### src/rtl/date_counter.sv
// Calendar register: holds DD-MM-YY in BCD plus weekday, loads validated
// user dates and advances one day per midnight tick.
module date_counter #(
  parameter logic [2:0] RESET_WEEKDAY = 3'd6
) (
  input  logic       clk,
  input  logic       rst_n,
  input  logic       load,
  input  logic [3:0] ld_day1,
  input  logic [3:0] ld_day2,
  input  logic [3:0] ld_month1,
  input  logic [3:0] ld_month2,
  input  logic [3:0] ld_year1,
  input  logic [3:0] ld_year2,
  input  logic [2:0] ld_weekday,
  input  logic       day_tick,
  output logic [3:0] day1,
  output logic [3:0] day2,
  output logic [3:0] month1,
  output logic [3:0] month2,
  output logic [3:0] year1,
  output logic [3:0] year2,
  output logic [2:0] weekday,
  output logic       load_err,
  output logic       new_year
);

  logic [3:0] day1_q, day1_d, day2_q, day2_d;
  logic [3:0] month1_q, month1_d, month2_q, month2_d;
  logic [3:0] year1_q, year1_d, year2_q, year2_d;
  logic [2:0] weekday_q, weekday_d;
  logic       load_err_q, load_err_d;
  logic       new_year_q, new_year_d;

  logic [7:0] ld_len, cur_len;
  logic       ld_digits_ok, ld_month_ok, ld_day_ok, ld_ok;

  // Month length returned in BCD so it compares directly against the day digits.
  function automatic logic [7:0] month_len(input logic [3:0] m1, input logic [3:0] m2,
                                           input logic [3:0] y1, input logic [3:0] y2);
    logic leap;
    leap = y1[0] ? ((y2 == 4'd2) || (y2 == 4'd6))
                 : ((y2 == 4'd0) || (y2 == 4'd4) || (y2 == 4'd8));
    case ({m1, m2})
      8'h02:                      month_len = leap ? 8'h29 : 8'h28;
      8'h04, 8'h06, 8'h09, 8'h11: month_len = 8'h30;
      default:                    month_len = 8'h31;
    endcase
  endfunction

  always_comb begin
    ld_len       = month_len(ld_month1, ld_month2, ld_year1, ld_year2);
    cur_len      = month_len(month1_q, month2_q, year1_q, year2_q);
    ld_digits_ok = (ld_day1 <= 4'd9) && (ld_day2 <= 4'd9) &&
                   (ld_month1 <= 4'd9) && (ld_month2 <= 4'd9) &&
                   (ld_year1 <= 4'd9) && (ld_year2 <= 4'd9) &&
                   (ld_weekday <= 3'd6);
    ld_month_ok  = ((ld_month1 == 4'd0) && (ld_month2 != 4'd0)) ||
                   ((ld_month1 == 4'd1) && (ld_month2 <= 4'd2));
    // Plain 8-bit compare is a valid BCD compare once every digit is <= 9.
    ld_day_ok    = ({ld_day1, ld_day2} != 8'h00) && ({ld_day1, ld_day2} <= ld_len);
    ld_ok        = ld_digits_ok && ld_month_ok && ld_day_ok;
  end

  always_comb begin
    day1_d     = day1_q;
    day2_d     = day2_q;
    month1_d   = month1_q;
    month2_d   = month2_q;
    year1_d    = year1_q;
    year2_d    = year2_q;
    weekday_d  = weekday_q;
    load_err_d = 1'b0;
    new_year_d = 1'b0;

    if (load) begin
      if (ld_ok) begin
        day1_d    = ld_day1;
        day2_d    = ld_day2;
        month1_d  = ld_month1;
        month2_d  = ld_month2;
        year1_d   = ld_year1;
        year2_d   = ld_year2;
        weekday_d = ld_weekday;
      end else begin
        load_err_d = 1'b1;
      end
    end else if (day_tick) begin
      weekday_d = (weekday_q == 3'd6) ? 3'd0 : weekday_q + 3'd1;
      if ({day1_q, day2_q} == cur_len) begin
        day1_d = 4'd0;
        day2_d = 4'd1;
        if ({month1_q, month2_q} == 8'h12) begin
          month1_d   = 4'd0;
          month2_d   = 4'd1;
          new_year_d = 1'b1;
          if (year2_q == 4'd9) begin
            year2_d = 4'd0;
            year1_d = (year1_q == 4'd9) ? 4'd0 : year1_q + 4'd1;
          end else begin
            year2_d = year2_q + 4'd1;
          end
        end else if (month2_q == 4'd9) begin
          month1_d = 4'd1;
          month2_d = 4'd0;
        end else begin
          month2_d = month2_q + 4'd1;
        end
      end else if (day2_q == 4'd9) begin
        day2_d = 4'd0;
        day1_d = day1_q + 4'd1;
      end else begin
        day2_d = day2_q + 4'd1;
      end
    end
  end

  always_ff @(posedge clk or negedge rst_n) begin
    if (!rst_n) begin
      day1_q     <= 4'd0;
      day2_q     <= 4'd1;
      month1_q   <= 4'd0;
      month2_q   <= 4'd1;
      year1_q    <= 4'd0;
      year2_q    <= 4'd0;
      weekday_q  <= RESET_WEEKDAY;
      load_err_q <= 1'b0;
      new_year_q <= 1'b0;
    end else begin
      day1_q     <= day1_d;
      day2_q     <= day2_d;
      month1_q   <= month1_d;
      month2_q   <= month2_d;
      year1_q    <= year1_d;
      year2_q    <= year2_d;
      weekday_q  <= weekday_d;
      load_err_q <= load_err_d;
      new_year_q <= new_year_d;
    end
  end

  assign day1     = day1_q;
  assign day2     = day2_q;
  assign month1   = month1_q;
  assign month2   = month2_q;
  assign year1    = year1_q;
  assign year2    = year2_q;
  assign weekday  = weekday_q;
  assign load_err = load_err_q;
  assign new_year = new_year_q;

endmodule
### config.mk
export PLATFORM = sky130hd
export DESIGN_NAME = date_counter
export DESIGN_NICKNAME = d
export VERILOG_FILES = /design/src/rtl/date_counter.sv
export SDC_FILE = /design/constraint.sdc
export NUM_CORES = 1
export LEC_CHECK = 0
export CORE_ASPECT_RATIO = 1.5
export CORE_MARGIN = 2
export CORE_UTILIZATION = 50
export CTS_BUF_LIST = sky130_fd_sc_hd__clkbuf_2 sky130_fd_sc_hd__clkbuf_4 sky130_fd_sc_hd__clkbuf_8
export DETAILED_ROUTE_END_ITERATION = 6
export PLACE_DENSITY_LB_ADDON = 0.05
export SLEW_MARGIN = 20
export SYNTH_ARGS = -nofsm -noshare
export SYNTH_HDL_FRONTEND = slang
export SYNTH_SLANG_ARGS = --single-unit
### constraint.sdc
create_clock -name clk -period 3.2 [get_ports clk]
set_input_delay 0.64 -clock clk [delete_from_list [all_inputs] [get_ports clk]]
set_output_delay 0.64 -clock clk [all_outputs]
set_load 0.1 [all_outputs]
==> results.json <==
{
  "synth_top_cell_by_area": "dfrtp_1",
  "cp_slowest_cell": "or3_4",
  "io_pins": 60,
  "finClkSkew_ps": 3.584,
  "grtUsageTotal_pct": 28.41,
  "gp_congestion": 0.9687,
  "path_cells": "clkbuf_2, or3_4, nor4_4, and3b_2, inv_2, ha_4, o21a_1, o21ai_2, a21oi_2, nor4_4, buf_4, a21oi_4, buf_6, a21o_1, a22o_1",
  "cpMostUsedCell": "nor4_4",
  "synthTopCellsByArea": "dfrtp_1, dfstp_2, o21ai_0",
  "hold_slack_ps": 535.5,
  "ys_seq_area_share_pct": 32.75,
  "holdBufCountCts": 0,
  "combPwrFrac_pct": 48.3,
  "antenna_found_initial": 0,
  "layout.cells.non_filler": 385,
  "hpwl_microns": 4620,
  "via_per_inst": 6.374,
  "area_growth_pct": 41.28,
  "synth-edff-count": 0,
  "setup_viol": 0,
  "wl_per_cell_microns": 17.53,
  "hold_depth": 1,
  "power.share.sequential_pct": 31.8,
  "avgSynthCellArea_sq_um": 8.681,
  "regArea_sq_um": 730.7,
  "synthDistinctLibCells": 68,
  "maxSlewViolCount": 0,
  "min_period_ps": 3103,
  "clk_path_buf_depth": 2,
  "htreeDepth": 2,
  "fill_cells": 333,
  "switchingPower_w": 0.0008416,
  "synth.top_cell.area_share_pct": 28.04,
  "multi_input_area_sq_mm": 0.001466,
  "reg2reg_to": "year2[1]$_DFFE_PN0P_",
  "die_x_microns": 58.54,
  "grt_pass1_wl_microns": 10940,
  "critical_path.endpoint_type": "flip-flop",
  "grt_pass1_vias": 2311,
  "antennaDiodeCount": 0,
  "synth_ff_type": "dfrtp_1",
  "die-area_sq_mm": 0.005023,
  "drc": 0,
  "ys_ff_latch": 29,
  "detail_route.first_pass.iterations": 7,
  "grt_overflow_total": 0,
  "r2r_cells": 8,
  "vias": 2454,
  "cts_tree": "yes",
  "hold_path_startpoint": "month1[1]$_DFFE_PN0P_",
  "ir_drop_uv": 674.0,
  "synth_common_cells": "dfrtp_1, o21ai_0, a21oi_1",
  "cts_root_buf": "clkbuf_8",
  "p_int_w": 0.0008586,
  "crit_arrival_ps": 3280,
  "yosys_warnings": 0,
  "maxCapViolations": 0,
  "cts_buffers": 5,
  "required_ps": 3370,
  "r2r_start": "month2[3]$_DFFE_PN0P_",
  "holdCritPathClass": "flip-flop to flip-flop",
  "pwr-share-clk_pct": 19.9,
  "pwr_density_cell_mw_per_mm2": 539.5,
  "numClockSinks": 29,
  "die_h_microns": 85.81,
  "max_slew_margin_pct": 65.70,
  "fin_nets": 373,
  "status": "complete, no violations",
  "synthCells": 257,
  "yosysMostFrequentCell": "dfrtp_1",
  "clk_pin_slew_ps": 60,
  "routed_wl_microns": 6748,
  "worstSetupStartpointType": "input port",
  "worstMarginPinSlew_ps": 513.2,
  "grt_start_max_net_pins": 41,
  "dp.cells": 371,
  "portBuffers": 59,
  "ff2ff_setup_slack_ps": 540,
  "p_sw_share_pct": 49.50,
  "initial_utilization_pct": 52.55,
  "coreArea_sq_mm": 0.004245,
  "syn_area_sq_mm": 0.002231,
  "slowest_delay_ps": 410,
  "drive_gt1_share_pct": 29.79,
  "path_class": "input port to flip-flop",
  "synth_fp_nets": 292,
  "drtIter0Drc": 167,
  "worstPathMaxFanout": 5,
  "async_flop_share_pct": 100.0,
  "ant_nets": 0,
  "fmax_mhz": 322.3,
  "p_leak_nw": 1.373,
  "holdPathEnd": "month1[1]$_DFFE_PN0P_",
  "rows": 29,
  "finalCritPeriodShare_pct": 96.96,
  "hold_violations": 0,
  "clock_latency_ps": 290
}
worst max-delay path by stage:
stage	start	endpoint	slack (ps)	cells past startpoint
2_1_floorplan	ld_month2[0]	year2[2]$_DFFE_PN0P_	10	14
3_3_place_gp	ld_month2[0]	day1[2]$_DFFE_PN0P_	-640	13
3_5_place_dp	ld_month2[0]	day1[2]$_DFFE_PN0P_	-720	13
4_1_cts	ld_month2[3]	day2[2]$_DFFE_PN0P_	2	14
5_1_grt	ld_month2[0]	day2[2]$_DFFE_PN0P_	-4	14
6_report	ld_month2[0]	day1[2]$_DFFE_PN0P_	100	15
routing by layer:
metal / global-route usage [%] / vias to the layer above / wire length [microns]
met2: 46.78 / 110 / 3319
met5: 0 / - / 0
met4: 15.86 / 0 / 261
met1: 34.51 / 1163 / 2722
met3: 4.525 / 25 / 446
li1: - / 1156 / -
power groups by stage:
stage / combinational [W] / sequential (W) / clock [W]
after detailed placement: 0.000808 / 0.000543 / 0
final: 0.000821 / 0.000540 / 0.000339
after global placement: 0.000802 / 0.000542 / 0
after global routing: 0.000866 / 0.000551 / 0.000355
after CTS: 0.000817 / 0.000538 / 0.000344
after floorplan: 0.000260 / 0.000881 / 0
placed cells by master, fill, tap and decap left out, drive strengths merged, types with 9 or more instances in the layout:
cell / synthesis / routed
nor2: 14 / 14
clkdlybuf4s50: 0 / 17
buf: 8 / 59
a21oi: 20 / 21
o21ai: 28 / 28
nand2: 12 / 12
nor3: 9 / 9
inv: 10 / 10
nand3: 10 / 10
dfrtp: 25 / 25
clkbuf: 8 / 13
stage by stage:
| step | power [W] | util [%] | TNS (ps) | instance area (sq um) | setup slack (ps) |
|---|---|---|---|---|---|
| 2_1_floorplan | 0.001141 | - | 0 | 2231 | 13.64 |
| 3_3_place_gp | 0.001343 | 68.44 | -14030 | 2905 | -635.3 |
| 3_5_place_dp | 0.001351 | 68.44 | -16000 | 2905 | -723.5 |
| 4_1_cts | 0.001699 | 73.45 | 0 | 3118 | 1.805 |
| 5_1_grt | 0.001771 | 74.24 | -4.180 | 3152 | -4.180 |
| 6_report | 0.001700 | 74.24 | 0 | 3152 | 97.36 |
state kept, by name, indices dropped and copies added (netlist names):
register	flops
new_year	1
month2	4
month1	4
year1	4
load_err	1
year2	4
weekday	3
day2	4
day1	4
critical path: cells and delay by family:
kind                     cells  cell delay [ps]
buffers and inverters        4              500
adder cells (fa/ha/maj)      1              210
AND/OR/NAND/NOR              4             1130
AO/OA/AOI/OAI                6              810
cells by family (layout without fill, tap and decap cells):
| logic type | count (synthesis) | after routing | share of synthesized area (%) |
|---|---|---|---|
| AOI/OAI and AO/OA | 97 | 98 | 29.17 |
| xor gates and xnor gates | 2 | 2 | 0.7853 |
| adders and majority gates | 4 | 4 | 2.243 |
| buffers and inverters | 27 | 108 | 5.833 |
| DFF | 29 | 29 | 32.75 |
| muxes | 10 | 10 | 5.160 |
| and+or+nand+nor | 88 | 88 | 24.06 |
repair_timing:
item | in CTS | in global routing
setup endpoints to repair | 27 | 27
gates cloned | 1 | 0
pin swaps | 8 | 11
buffers inserted | 5 | 2
gates resized for setup | 21 | 24
final cells by class:
cell class | count | share of cell area (%)
Sequential cell | 29 | 23.18
Clock buffer | 8 | 3.096
Inverter | 11 | 1.310
Timing Repair Buffer | 89 | 24.06
Tap cell | 46 | 1.826
Multi-Input combinational cell | 202 | 46.53
No activity file was read; power rests on OpenSTA's default activity.
